### config.mk
export PLATFORM = sky130hd
export DESIGN_NAME = input_conditioner
export DESIGN_NICKNAME = d
export VERILOG_FILES = /design/src/rtl/input_cond_pkg.sv /design/src/rtl/debounce_lane.sv /design/src/rtl/input_conditioner.sv
export SDC_FILE = /design/constraint.sdc
export NUM_CORES = 1
export LEC_CHECK = 0
export CAP_MARGIN = 10
export CORE_AREA = 2 2 70 72
export DETAILED_ROUTE_END_ITERATION = 6
export DIE_AREA = 0 0 72 74
export PLACE_DENSITY = 0.72
export REMOVE_ABC_BUFFERS = 1
export SLEW_MARGIN = 25
export SYNTH_ARGS = -nofsm -noshare
export SYNTH_HDL_FRONTEND = slang
export SYNTH_SLANG_ARGS = --single-unit
### constraint.sdc
create_clock -name clk -period 1.1 [get_ports clk]
set_input_delay 0.11 -clock clk [delete_from_list [all_inputs] [get_ports clk]]
set_output_delay 0.11 -clock clk [all_outputs]
set_load 0.05 [all_outputs]
### src/rtl/input_cond_pkg.sv
// input_cond_pkg: shared defaults and counter-width helper for input_conditioner
package input_cond_pkg;
  localparam int DEF_SYNC_STAGES = 2;
  localparam int DEF_DEBOUNCE_CYCLES = 4;
  // Counter must hold 0..n-1; never narrower than 1 bit
  function automatic int cnt_width(input int n);
    return ($clog2(n) < 1) ? 1 : $clog2(n);
  endfunction
endpackage

### src/rtl/debounce_lane.sv
// debounce_lane: one input lane - synchroniser, debounce counter, stable level, edge flags
// Ports: clk, rst_n (async active-low), ena (pulse gate sampled at the flip edge),
//        din (raw pin), level (debounced), rise/fall (one-cycle registered pulses)
module debounce_lane
  import input_cond_pkg::*;
#(
  parameter int SYNC_STAGES = DEF_SYNC_STAGES,
  parameter int DEBOUNCE_CYCLES = DEF_DEBOUNCE_CYCLES
) (
  input  logic clk,
  input  logic rst_n,
  input  logic ena,
  input  logic din,
  output logic level,
  output logic rise,
  output logic fall
);
  localparam int CW = cnt_width(DEBOUNCE_CYCLES);
  localparam logic [CW-1:0] CMAX = CW'(DEBOUNCE_CYCLES - 1);
  logic [SYNC_STAGES-1:0] sync;
  logic [CW-1:0] cnt;
  logic s;
  assign s = sync[SYNC_STAGES-1];
  always_ff @(posedge clk or negedge rst_n) begin
    if (!rst_n) begin
      sync  <= '0;
      cnt   <= '0;
      level <= 1'b0;
      rise  <= 1'b0;
      fall  <= 1'b0;
    end else begin
      sync <= {sync[SYNC_STAGES-2:0], din};
      rise <= 1'b0;
      fall <= 1'b0;
      if (s == level) cnt <= '0;
      else if (cnt != CMAX) cnt <= cnt + CW'(1);
      else begin
        // mismatch persisted long enough: accept it and flag the edge
        level <= s;
        cnt   <= '0;
        rise  <= s & ena;
        fall  <= ~s & ena;
      end
    end
  end
endmodule

### src/rtl/input_conditioner.sv
// input_conditioner: per-lane synchronise, debounce and edge-detect of raw input pins
// Ports: clk, rst_n (async active-low), ena (gates rise/fall only), ui_in (raw pins),
//        level (debounced levels), rise/fall (one-cycle edge pulses)
module input_conditioner
  import input_cond_pkg::*;
#(
  parameter int WIDTH = 8,
  parameter int SYNC_STAGES = DEF_SYNC_STAGES,
  parameter int DEBOUNCE_CYCLES = DEF_DEBOUNCE_CYCLES
) (
  input  logic             clk,
  input  logic             rst_n,
  input  logic             ena,
  input  logic [WIDTH-1:0] ui_in,
  output logic [WIDTH-1:0] level,
  output logic [WIDTH-1:0] rise,
  output logic [WIDTH-1:0] fall
);
  for (genvar i = 0; i < WIDTH; i++) begin : g_lane
    debounce_lane #(
      .SYNC_STAGES(SYNC_STAGES),
      .DEBOUNCE_CYCLES(DEBOUNCE_CYCLES)
    ) u_lane (
      .clk(clk),
      .rst_n(rst_n),
      .ena(ena),
      .din(ui_in[i]),
      .level(level[i]),
      .rise(rise[i]),
      .fall(fall[i])
    );
  end
endmodule

---- Word level (Yosys, flattened, before mapping) ----
Cells that the tools add are included.
word-level totals
  bits of input ports ..................... 11
  memories ................................ 0
  bits in registers ....................... 56
  bits in latches ......................... 0
  ROM bits ................................ 0
  memory bits (writable) .................. 0
  logic and storage cells ................. 160
cells by class
  order comparisons ....................... 0
  reductions and logical operators ........ 8
  div/mod/pow operators ................... 0
  add/sub/neg operators ................... 8
  eq/ne operators ......................... 16
  shift operators ......................... 0
  muxes and demuxes ....................... 48
  bitwise gates (word level) .............. 40
  multiply operators ...................... 0
operator list
  kind                                                           count
  1-bit two-way mux                                              32
  2-bit two-way mux                                              16
  1-bit inverter                                                 24
  2-bit by 1-bit adder with 2-bit output, second input constant  8
  1-bit bitwise AND                                              16
  2-bit != test, second input constant                           8
  2-bit AND reduction                                            8
  1-bit == test                                                  8

---- Depth between registers and ports, before layout ----
Gate-level depths: netlist of the first run.
  word-level depth ........................ 4
  gate-level depth with buffers ........... 3
  depth with buffers taken out ............ 3

---- Modules after synthesis ----
Synthesis of the first run repeated with hierarchy kept, for this count alone.
unflattened totals
  cells, all modules ...................... 120
  area total of the unflattened synthesis .. 1941.9 sq um
by module, submodules not included
  module         area each (sq um)  instances  seq. area each (sq um)  cells each
  debounce_lane  242.7              8          175.2                   15

---- Worst setup path before layout of the first run ----
No wires, ideal clock.
  kind .................................... register -> register
  start ................................... register g_lane[7].u_lane.cnt[0]
  end ..................................... register g_lane[7].u_lane.level
  data arrival time ....................... 0.869 ns
  data required time ...................... 0.975 ns
  buffers on the path ..................... 0
  stages on the path, launching flop included .. 3
  slack ................................... 0.106 ns
  path through ............................ dfrtp_1 ha_1 mux2_2
on the way
  longest elaborated chain between the ends .. 3
ends and longest elaborated chain
  what                           RTL line             text
  start: declaration             debounce_lane.sv:21  logic [CW-1:0] cnt;
  start signal: assignment       debounce_lane.sv:36  else if (cnt != CMAX) cnt <= cnt + CW'(1);
  2-bit != test                  debounce_lane.sv:36
  1-bit inverter (no line)       --
  2-bit AND reduction (no line)  --
  end signal: assignment         debounce_lane.sv:39  level <= s;
  end: declaration               debounce_lane.sv:14  output logic level,
No other way between the ends.
A chain may end at the register's enable or synchronous reset.

---- Worst setup path in the final report of the first run ----
Same ends and word-level chain as after synthesis.

==> results of run 1 <==
## how the worst min path moves through the flow
stage                     slack [ns]                            endpoint  cells past startpoint     start
after floorplan                -0.19   g_lane[0].u_lane.cnt[0]$_DFF_PN0_                      0     rst_n
after global placement         0.006     g_lane[7].u_lane.rise$_DFF_PN0_                      1     rst_n
after detailed placement        0.01     g_lane[7].u_lane.fall$_DFF_PN0_                      1     rst_n
after CTS                       0.22  g_lane[3].u_lane.level$_DFFE_PN0P_                      2     rst_n
after global routing            0.23  g_lane[4].u_lane.sync[0]$_DFF_PN0_                      1  ui_in[4]
final                           0.22     g_lane[3].u_lane.fall$_DFF_PN0_                      2     rst_n
## cells in the final DEF (no fill, tap or decap)
master           count
mux2_2               8
nor3_1               3
nor3b_2              9
nor2b_1              5
clkdlybuf4s50_1      9
dlygate4sd3_1        1
ha_2                 3
xor2_1               3
and2_1               2
and2_2               1
buf_4                3
nand2_1              8
clkbuf_8             7
buf_12              25
buf_2                1
ha_1                 5
nor3b_1             10
xnor2_1              5
nor3_2               2
dfrtp_1             49
dfrtp_2              7
## timing repair
item / in CTS / in global routing
endpoints found under the hold margin: 41 / 0
endpoints found under the setup margin: 0 / 12
gates resized for setup: 0 / 12
hold buffers: 1 / 0
## layout make-up
class                   count  area share (%)
flip-flops and latches     56           50.83
repair buffers             39           22.64
multi-input cells          64           20.61
clock buffers               7           3.473
well taps                  54           2.436
## power breakdown
group | leakage, nW | internal [mW] | switching, mW
logic | 0.463 | 1.25 | 1.10
registers | 0.704 | 2.52 | 0.472
clock network | 0.0503 | 0.561 | 0.593
total | 1.22 | 4.33 | 2.16
## metrics by stage
step / std cells / TNS, ns / total power [mW]
2_1_floorplan: 120 / -0.02515 / 4.177
3_3_place_gp: 212 / 0 / 5.153
3_5_place_dp: 212 / -0.06697 / 5.349
4_1_cts: 220 / 0 / 6.511
5_1_grt: 220 / 0 / 6.804
6_report: 220 / 0 / 6.491
## cells by family after synthesis
group	Yosys count	synth area share [%]
adders and majority gates	8	4.670
DFF	56	65.38
xor gates and xnor gates	8	3.269
buffers and inverters	25	8.757
muxes	8	4.203
and+or+nand+nor	40	13.72
## per-layer routing
metal | routed length, microns | GRT usage (%)
met5 | 0 | 0
met4 | 57 | 7.338
met3 | 156 | 4.201
met2 | 1775 | 24.28
met1 | 1133 | 15.36
## worst max-delay path, stage by stage (launching register included)
cell and delay (ns):
dfrtp_1 0.39, ha_2 0.23, mux2_2 0.34
## registers in the layout, indices dropped and copies added, names as in the netlist
register,cells
g_lane.u_lane.rise,8
g_lane.u_lane.sync,16
g_lane.u_lane.cnt,16
g_lane.u_lane.level,8
g_lane.u_lane.fall,8
==> results.tsv, run 1 <==
stage	metric	value	unit
outcome	status	finished clean	
placed_design	RD Place Congestion	0.6526	
routing	via-per-instance ratio	4.886	
clocking	H-tree depth	2	
sta	Tmin final	1.058	ns
critical_path	FF-to-FF Start	g_lane[7].u_lane.cnt[0]$_DFF_PN0_	
worst_hold_path	Hold Crit Class	input port to async pin	
flow_run	number of max-cap violations	0	
routing	Starting DRT DRC Count	70	
critical_path	Reg2Reg Depth	2	
global_route	first-pass GRT wire length	5520	microns
critical_path	r2r setup slk	0.04	ns
final_layout	cell area after layout	0.002774	sq mm
placed_design	number of port buffers	34	
routing	DR vias	1075	
clocking	clk sink count	56	
critical_path	worst path arrival time	1.25	ns
critical_path	Setup crit start kind	flip-flop	
critical_path	Critical Path End Type	flip-flop	
sta	Setup-failing EPs final	0	
clocking	Longest Clk Path Bufs	2	
synth	Avg Synthesized Cell Area	14.78	sq um
floorplan	core area	0.004598	sq mm
critical_path	Setup Crit Path Kind	flip-flop to flip-flop	
clocking	number of CTS-inserted buffers	5	
power	peak supply drop	1.711	mV
sta	Final period util	96.19	%
clocking	post-CTS setup buffer count	0	
synth	Yosys cell types	14	
placed_design	Detail Placement HPWL	2376	microns
routing	final WL	3122	microns
final_layout	FF/Latch Area	0.001410	sq mm
global_route	largest net degree at the start of global routing	31	
synth	Yosys top cell area share	65.38	%
floorplan	DIE HEIGHT	74	microns
placed_design	Area after DPL	0.002641	sq mm
synth	Post-synth top flop	dfrtp_1	
sta	slew of the pin with the lowest slew margin	0.3066	ns
final_layout	Nets	185	
synth	sequential share of the synthesized area	65.38	%
synth	Async S/R FF share, synth	100.0	%
final_layout	Post-Route Utilization	60.33	%
global_route	gr ovfl total	0	
synth	register bit total from synthesis	56	
critical_path	CP Max Fanout	3	
synth	mapped cell area	0.002143	sq mm
final_layout	area grow syn2layout	29.42	%
clocking	CTS tree	yes	
power	Power Dens Cells	2340	mW/mm^2
clocking	clk slew on worst S/H paths	0.09	ns
floorplan	Die ar.	0.005328	sq mm
synth	number of synthesized flops with an enable pin	0	
floorplan	I/O pins	35	
final_layout	Fill cells	342	
clocking	CTS root buffer	clkbuf_8	
placed_design	Setup WS pre-CTS	-0.03767	ns
synth	Synth top cells by count	56 x dfrtp_1, 25 x buf_4, 12 x nor3b_1	
sta	Final Max Slew Viols	0	
routing	Wirelength per Cell	14.19	microns
floorplan	Starting Density	46.61	%
clocking	insertion delay to the later sink of the worst-skew pair	0.30	ns
synth	most frequent cell after synthesis	dfrtp_1	
sta	unrepaired setup endpoints after global routing	no	
floorplan	Die X	72	microns
sta	Slew headroom	79.41	%
global_route	initial antenna violation count	0	
global_route	total global-route track usage	13.87	%
final_layout	share of post-route cells with drive strength above 1	39.76	%
global_route	number of global-route vias before repair	1227	
final_layout	Multi-input gate area	571.8	sq um
floorplan	num rows	25	
sta	post-route worst setup slack	0.04196	ns
routing	DRC viols	0	
routing	drt pass-1 iters	3	
sta	number of hold violations in the final report	0	
synth	Yosys top cell by area	dfrtp_1	
power	Static Leak	1.217	nW
synth	cells after synthesis	145	
synth	Yosys warning count	0	
sta	Clock Skew	0.003119	ns
synth	top cells by area, synth	dfrtp_1 65%, buf_4 8.8%, ha_1 4.7%, mux2_2 4.2%, nor3b_1 4.2%	
critical_path	last element of the critical path	g_lane[7].u_lane.level$_DFFE_PN0P_	
critical_path	R2R Path End	g_lane[7].u_lane.level$_DFFE_PN0P_	
routing	ANT nets after route	0	
critical_path	worst path required time	1.29	ns
sta	Fin Hold WS	0.2222	ns
sta	Peak Freq	945.1	MHz
critical_path	worst setup path start	g_lane[7].u_lane.cnt[0]$_DFF_PN0_	
final_layout	antenna cell count	0	
(Power assumes the default switching activity.)
==> run 2, diff against run 1 <==
CTS_CLUSTER_SIZE = 20   (was unset)
MAX_ROUTING_LAYER = met4   (was unset)
PLACE_DENSITY = 0.73   (was 0.72)
==> results.tsv, run 2 (synthesized netlist as in run 1, its figures left out) <==
stage	metric	value	unit
flow_run	number of max-cap violations	0	
sta	slew of the pin with the lowest slew margin	0.3440	ns
floorplan	core area	0.004598	sq mm
critical_path	Setup crit start kind	flip-flop	
routing	DRC viols	0	
placed_design	Area after DPL	0.002639	sq mm
floorplan	Die ar.	0.005328	sq mm
final_layout	area grow syn2layout	28.90	%
final_layout	commonest non-fill, non-tap cells in the layout	52 x dfrtp_1, 26 x buf_12, 11 x nor3b_1	
global_route	number of global-route vias before repair	1200	
placed_design	number of port buffers	34	
final_layout	Nets	183	
final_layout	cell area after layout	0.002763	sq mm
floorplan	DIE HEIGHT	74	microns
final_layout	most common cell after layout, fill and taps aside	dfrtp_1	
critical_path	FF-to-FF Start	g_lane[0].u_lane.cnt[0]$_DFF_PN0_	
worst_hold_path	Hold Crit Class	input port to async pin	
clocking	post-CTS setup buffer count	0	
routing	via-per-instance ratio	4.913	
routing	ANT nets after route	0	
global_route	initial antenna violation count	0	
routing	Starting DRT DRC Count	73	
power	internal power	4.255	mW
sta	unrepaired setup endpoints after global routing	no	
power	Clk network pwr share	17.5	%
critical_path	R2R Path End	g_lane[0].u_lane.level$_DFFE_PN0P_	
sta	Final Max Slew Viols	0	
global_route	first-pass GRT wire length	5382	microns
global_route	total global-route track usage	13.93	%
global_route	largest net degree at the start of global routing	43	
sta	Setup-failing EPs final	0	
clocking	insertion delay to the later sink of the worst-skew pair	0.30	ns
power	P_sw	2.154	mW
floorplan	Die X	72	microns
floorplan	num rows	25	
critical_path	worst path arrival time	1.25	ns
sta	number of hold violations in the final report	0	
critical_path	r2r setup slk	0.03	ns
critical_path	CP top delay family	flip-flops	
power	peak supply drop	1.346	mV
critical_path	Slowest cell on crit path	dfrtp_1	
routing	Wirelength per Cell	14.28	microns
sta	Fin Hold WS	0.2273	ns
power	Tot Pwr	6.409	mW
clocking	CTS tree	yes	
critical_path	worst path required time	1.28	ns
power	sequential fraction of design power	46.6	%
critical_path	Critical Path End Type	flip-flop	
placed_design	RD Place Congestion	0.7487	
clocking	clk sink count	56	
critical_path	Setup Crit Path Kind	flip-flop to flip-flop	
final_layout	antenna cell count	0	
power	Switching Share	33.61	%
critical_path	Critical Path, Cell by Cell	ha_2 -> mux2_2	
floorplan	Starting Density	46.61	%
floorplan	I/O pins	35	
global_route	gr ovfl total	0	
clocking	H-tree depth	2	
final_layout	share of post-route cells with drive strength above 1	36.97	%
power	Power Dens Cells	2320	mW/mm^2
critical_path	CP Max Fanout	3	
critical_path	Max stage delay on crit path	0.40	ns
placed_design	Detail Placement HPWL	2355	microns
outcome	status	finished clean	
sta	Tmin final	1.069	ns
clocking	clk slew on worst S/H paths	0.09	ns
clocking	Longest Clk Path Bufs	2	
critical_path	Reg2Reg Depth	2	
routing	DR vias	1076	
sta	Total Neg Setup Slack	0	ns
sta	Slew headroom	77.06	%
routing	final WL	3127	microns
routing	drt pass-1 iters	4	
sta	Final period util	97.18	%
final_layout	largest registers	g_lane.u_lane.cnt (16), g_lane.u_lane.sync (16)	
sta	Clock Skew	0.006247	ns
clocking	CTS root buffer	clkbuf_8	
power	Combinational Power Share	35.9	%
sta	Peak Freq	935.4	MHz
clocking	number of CTS-inserted buffers	5	
critical_path	Worst Path Buf+Inv	0	
power	Static Leak	1.206	nW
[run 2: cell types whose count changed in the layout (fill, tap and decap cells not counted)]
cell        delta
nor3b_2        -1
dfrtp_2        -3
ha_1           -1
ha_2           +1
clkbuf_8       -1
dfrtp_1        +3
clkbuf_1       +1
buf_4          -3
nor3b_1        +1
buf_12         +1
clkinvlp_4     +1
[run 2: worst max path at each step]
stage / start / to / slack (ns) / cells after the start
4_1_cts: g_lane[7].u_lane.cnt[0]$_DFF_PN0_ / g_lane[7].u_lane.level$_DFFE_PN0P_ / 0.002 / 2
2_1_floorplan: g_lane[1].u_lane.level$_DFFE_PN0P_ / g_lane[1].u_lane.cnt[1]$_DFF_PN0_ / -0.03 / 2
5_1_grt: g_lane[1].u_lane.cnt[0]$_DFF_PN0_ / g_lane[1].u_lane.level$_DFFE_PN0P_ / 0.001 / 2
6_report: g_lane[0].u_lane.cnt[0]$_DFF_PN0_ / g_lane[0].u_lane.level$_DFFE_PN0P_ / 0.03 / 2
3_3_place_gp: ena / g_lane[5].u_lane.rise$_DFF_PN0_ / -0.02 / 4
3_5_place_dp: ena / g_lane[5].u_lane.rise$_DFF_PN0_ / -0.08 / 4
[run 2: area by class of cell]
cell class	count	area [sq um]
Clock buffer	7	86.33
Clock inverter	1	7.507
Fill cell	336	1836
Multi-Input combinational cell	64	569.3
Sequential cell	56	1406
Tap cell	54	67.56
Timing Repair Buffer	37	625.6
[run 2: per-stage QoR]
stage / utilization [%] / cells / worst slack (ns)
floorplan: - / 120 / -0.02515
global placement: 57.39 / 210 / -0.02283
detailed placement: 57.39 / 210 / -0.07819
CTS: 59.65 / 219 / 0.001858
global route: 60.08 / 219 / 0.0009586
finish: 60.08 / 219 / 0.03097
[run 2: layer usage]
metal / GRT usage (%) / part of all wire [%] / up-vias
li1: - / - / 488
met1: 15.64 / 39 / 557
met2: 23.56 / 55 / 27
met3: 3.930 / 5.3 / 4
met4: 5.870 / 1.3 / 0
met5: - / 0 / -
[run 2: power by group through the flow]
stage          sequential (mW)  combinational (mW)  clock [mW]
6_report                  2.99                2.30        1.12
4_1_cts                   2.97                2.32        1.14
2_1_floorplan             3.42               0.757           0
3_5_place_dp              3.01                2.31           0
5_1_grt                   3.06                2.48        1.23
3_3_place_gp              2.96                2.20           0
[run 2: repair_timing]
action                                  CTS  global route
endpoints found under the setup margin    0            12
hold endpoints to repair                 14             0
hold buffers                              1             0
resized for setup                         0             9
==> variant 1 (config.mk and constraints of run 2) <==
Put a register stage on the output `rise`. The value now appears one clock later. The other outputs are not delayed to match. Comments in the files are not updated.
--- a/src/rtl/input_conditioner.sv
+++ b/src/rtl/input_conditioner.sv
@@ -17,4 +17,6 @@
   output logic [WIDTH-1:0] fall
 );
+
+  logic [WIDTH-1:0] rise_d;
   for (genvar i = 0; i < WIDTH; i++) begin : g_lane
     debounce_lane #(
@@ -27,8 +29,12 @@
       .din(ui_in[i]),
       .level(level[i]),
-      .rise(rise[i]),
+      .rise(rise_d[i]),
       .fall(fall[i])
     );
   end
+  always_ff @(posedge clk) begin
+      rise <= rise_d;
+  end
+
 endmodule
 
Behaviour: not the same (a bounded check fails within 10 cycles, from zero or initial values and one cycle with rst_n low).
==> variant 1 against run 2 <==
- synthesized area rose by 4.4%
- sequential cell count rose by 8
- combinational power rose by 2%
- first-iteration DRC count fell by 45%
- routed wire length rose by 7.2%
- largest power group unchanged
- highest routed layer unchanged
- design area rose by 8.7%
- power rose by 16%
- setup slack got worse by 0.0054 ns
- fmax fell by 0.51%
- clock power rose by 63%
- sequential power rose by 10%
==> variant 1: results (changes against run 2) <==
metric,value,unit,change
CP arrival,0.96,ns,-0.29 ns
Pleak,1.320,nW,+9.5%
initial DRC count,40,,-45%
layout cell share with drive strength beyond 1,39.56,%,+2.6 points
crit path from,g_lane[3].u_lane.level,,
"Slowest-stage cell, CP",dfrtp_2,,
Worst-Skew Late Latency,0.33,ns,+0.03 ns
ys async rst share,87.50,%,-13 points
Post-synth top cells,"dfrtp_1 (56), buf_4 (17), nor3b_1 (12)",,
vias,1111,,+3.3%
clock buffer count from CTS,9,,+4
H-tree Lvls,3,,+1
status,finished clean,,
"Seq/Total Area, Yosys",69.80,%,+4.4 points
first-pass GRT wire length,5575,um,+3.6%
"worst slack, placed",-0.06347,ns,+0.01472 ns
first drt pass iteration count,6,,+2
WL final,3351,um,+7.2%
DP HPWL,2178,um,-7.5%
Filler cells,296,,-12%
Synth area leaders,"dfrtp_1 (63%), dfxtp_1 (7.2%), buf_4 (5.7%), ha_1 (4.5%), mux2_2 (4.0%)",,
Max IR drop VDD,1224,uV,-9.1%
crit-path max FO,5,,+2
"slowest stage delay, CP",0.46,ns,+0.06 ns
# diodes,0,,unchanged
FF-to-FF Start,g_lane[1].u_lane.cnt[0],,
vias in the first global route,1239,,+3.3%
nets,196,,+7.1%
Max-slew headroom,80.86,%,+3.8 points
min-delay worst type,in -> reg,,
GPL Wtd Cong,0.7016,,-6.3%
IO buf count,34,,unchanged
clock transition at the registers of the reported paths,0.07,ns,-0.02 ns
area post-placement,2780,um^2,+5.4%
largest net degree at the start of global routing,57,,+33%
gr usage total,15.03,%,+1.1 points
variant 1: cell types whose count changed after synthesis, sizes merged:
cell	change
dfxtp	+8
xnor2	+1
xor2	-1
nor3	+1
nor2b	+1
nor3b	-1
and2	-1
buf	-8
variant 1: path summary, 6_finish.rpt:
| path | slack, ns | to |
|---|---|---|
| worst max-delay path | 0.03 | level[3] |
| worst min-delay path | 0.21 | g_lane[5].u_lane.sync[0] |
| worst max register to register | 0.04 | g_lane[1].u_lane.level |
| worst min register to register | 0.34 | rise[5] |
| max in group asynchronous | 0.54 | g_lane[1].u_lane.level |
| min in group asynchronous | 0.31 | g_lane[4].u_lane.fall |
variant 1: cell type report:
class / instances / share of cell area, %
Multi-Input combinational cell: 64 / 18.59
Tap cell: 54 / 2.251
Clock buffer: 13 / 5.627
Clock inverter: 3 / 0.5002
Timing Repair Buffer: 38 / 20.68
Sequential cell: 64 / 52.36
variant 1: where the power goes:
group          internal, mW  switching (mW)  leakage [nW]
logic                  1.25            1.09         0.454
clock network         0.992           0.828        0.0992
registers              2.83           0.467         0.767
total                  5.07            2.39          1.32
variant 1: cells by family after synthesis:
family | share of synthesized area [%]
buffers and inverters | 5.705
flip-flops | 69.80
multiplexers | 4.027
AND/OR/NAND/NOR | 12.86
XOR/XNOR | 3.132
adder cells (fa/ha/maj) | 4.474
variant 1: routing by layer:
layer  track usage (%)  routed length, um  up-vias
met5                 -                  0        -
met4             6.289                 29        0
met3             7.317                141        4
met2             22.53               1754       25
met1             17.36               1425      552
li1                  -                  -      530
variant 1: per-stage QoR:
stage,cells,TNS (ns),hold WS (ns)
final,236,0,0.2133
after detailed placement,218,-0.1673,0.1262
after CTS,235,0,0.2013
after floorplan,128,-0.02949,-0.1856
after global routing,236,-0.02740,0.1979
after global placement,218,-0.02880,0.1225
variant 1: what timing repair did:
action,in CTS,in global routing
pin swaps,0,0
setup buffers,0,1
gates resized for setup,3,8
hold buffers,1,0
endpoints found under the hold margin,56,0
endpoints found under the setup margin,3,12
==> variant 2 (settings of run 2) <==
Without the edit above. The package constant `DEF_DEBOUNCE_CYCLES` goes from 4 to 8.
--- a/src/rtl/input_cond_pkg.sv
+++ b/src/rtl/input_cond_pkg.sv
@@ -2,5 +2,5 @@
 package input_cond_pkg;
   localparam int DEF_SYNC_STAGES = 2;
-  localparam int DEF_DEBOUNCE_CYCLES = 4;
+  localparam int DEF_DEBOUNCE_CYCLES = 8;
   // Counter must hold 0..n-1; never narrower than 1 bit
   function automatic int cnt_width(input int n);
Formal check against the unedited RTL: not equivalent (a bounded check fails within 10 cycles, from zero or initial values and one cycle with rst_n low).
==> variant 2 against run 2 <==
- the run now ends with setup timing left
- final cell count is 28% higher
- utilization is 25 points higher
- power is 33% higher
- clock power is 64% higher
- synthesized area is 19% higher
- sequential cell count is 8 higher
- setup slack worse by 0.14 ns
- design area is 42% higher
- routed wire length is 68% higher
- sequential share of layout area is 10 points lower
- largest cell class unchanged
- largest power group unchanged
==> variant 2: results (changes against run 2) <==
metric,value,unit,change
min-delay worst type,in -> reg,,
Filler cells,194,,-42%
GPL Wtd Cong,0.6616,,-12%
RR Endpoint,g_lane[2].u_lane.cnt[1],,
"worst slack, placed",-0.1903,ns,-0.1121 ns
"Slowest-stage cell, CP",dfrtp_1,,
Sequential Power,3.53,mW,+18%
vias,1442,,+34%
initial DRC count,57,,-22%
"slowest stage delay, CP",0.42,ns,+0.02 ns
H-tree Lvls,3,,+1
Post-synth top cells,"dfrtp_1 (64), buf_4 (24), ha_1 (22), nor3b_1 (20)",,
Final Skew,0.007115,ns,+0.0008674 ns
critical path's top delay family,flip-flops,,
largest net degree at the start of global routing,65,,+51%
worst reg2reg path depth,4,,+2
Switch Pwr,2.842,mW,+32%
nets,255,,+39%
post-DR wirelength/cell,18.71,um,+31%
CP arrival,1.45,ns,+0.20 ns
Max Root-Sink Buffers,2,,unchanged
"Seq/Total Area, Yosys",62.87,%,-2.5 points
synth warn,0,,unchanged
Worst-Skew Late Latency,0.33,ns,+0.03 ns
gr usage total,21.41,%,+7.5 points
violated checks,setup timing,,
clock buffer count from CTS,9,,+4
root buf cell,clkbuf_8,,
hold path endpoint,g_lane[2].u_lane.sync[0],,
post-synth cell types,13,,-1
DP HPWL,2909,um,+24%
status,"finished, violations left",,
"Worst Setup Slack, final",-0.1127,ns,-0.1437 ns
FF-to-FF Start,g_lane[2].u_lane.cnt[0],,
layout cell share with drive strength beyond 1,60.79,%,+24 points
Clock Power Share,21.5,%,+4.0 points
Fin Setup TNS,-0.9464,ns,-0.9464 ns
crit-path max FO,2,,-1
vias in the first global route,1680,,+40%
Finish-stage setup viols,18,,+18
biggest regs,"g_lane.u_lane.cnt (24), g_lane.u_lane.sync (16)",,
Synth area leaders,"dfrtp_1 (63%), ha_1 (11%), buf_4 (7.1%), nor3b_1 (5.9%), mux2_1 (3.5%)",,
first-pass GRT wire length,7886,um,+47%
Least-Margin Pin Slew,0.4289,ns,+0.08489 ns
Max IR drop VDD,1518,uV,+13%
clock transition at the registers of the reported paths,0.07,ns,-0.02 ns
Pleak,1.735,nW,+44%
==> variant 2: cell count changes after synthesis, sizes merged <==
cell | before | now
ha | 8 | 22
dfrtp | 56 | 64
and2 | 3 | 8
nor3b | 19 | 24
nor2b | 5 | 4
nor3 | 5 | 4
xnor2 | 5 | 4
xor2 | 3 | 4
==> variant 2: per-layer routing <==
metal	GRT usage [%]	wire length (um)
met5	-	0
met4	13.63	119
met2	38.68	3157
met3	4.336	126
met1	20.98	1855
==> variant 2: cells by family (layout without fill, tap and decap cells) <==
kind of cell	after synthesis	count (layout)	share of synthesized area (%)
buffers and inverters	25	77	7.269
flip-flops	64	64	62.87
multiplexers	8	8	3.536
AND/OR/NAND/NOR	48	48	12.77
XOR/XNOR	8	8	2.750
adder cells (fa/ha/maj)	22	22	10.81
==> variant 2: worst max path at each step <==
stage                            start                 endpoint  slack (ns)  cells past startpoint
3_5_place_dp   g_lane[2].u_lane.cnt[0]   g_lane[2].u_lane.level       -0.19                      3
2_1_floorplan  g_lane[3].u_lane.cnt[0]   g_lane[3].u_lane.level       -0.11                      3
4_1_cts        g_lane[2].u_lane.cnt[0]   g_lane[2].u_lane.level       -0.06                      3
5_1_grt        g_lane[2].u_lane.cnt[0]  g_lane[2].u_lane.cnt[1]       -0.14                      4
3_3_place_gp   g_lane[2].u_lane.cnt[0]   g_lane[2].u_lane.level       -0.11                      3
6_report       g_lane[2].u_lane.cnt[0]  g_lane[2].u_lane.cnt[1]       -0.11                      4
==> variant 2: repair_timing <==
item / CTS / global route
pin swaps: 22 / 13
setup buffers: 7 / 6
setup endpoints to repair: 37 / 45
endpoints found under the hold margin: 64 / 0
resized for setup: 65 / 32
hold buffers: 1 / 0
==> variant 2: through the flow <==
| stage | instance area (um^2) | instances | power (mW) | hold slack (ns) | utilization [%] |
|---|---|---|---|---|---|
| 4_1_cts | 3709 | 275 | 8.046 | 0.2080 | 80.65 |
| 3_3_place_gp | 3128 | 251 | 5.257 | 0.1358 | 68.03 |
| 3_5_place_dp | 3128 | 251 | 5.506 | 0.1465 | 68.03 |
| 5_1_grt | 3933 | 281 | 8.954 | 0.2119 | 85.52 |
| 6_report | 3933 | 281 | 8.547 | 0.2142 | 85.52 |
| 2_1_floorplan | 2362 | 150 | 4.339 | -0.1856 | - |
==> variant 2: worst register-to-register path: stages (launching register included) <==
cell and delay, ns:
dfrtp_1 0.42, ha_4 0.19, ha_4 0.16, buf_6 0.12
nor3b_2 0.23
==> variant 2: cell type report <==
class | count | area share [%]
well taps | 54 | 1.718
flip-flops and latches | 64 | 40.95
repair buffers | 61 | 21.25
clock inverters | 3 | 0.3818
multi-input cells | 86 | 31.40
clock buffers | 13 | 4.295
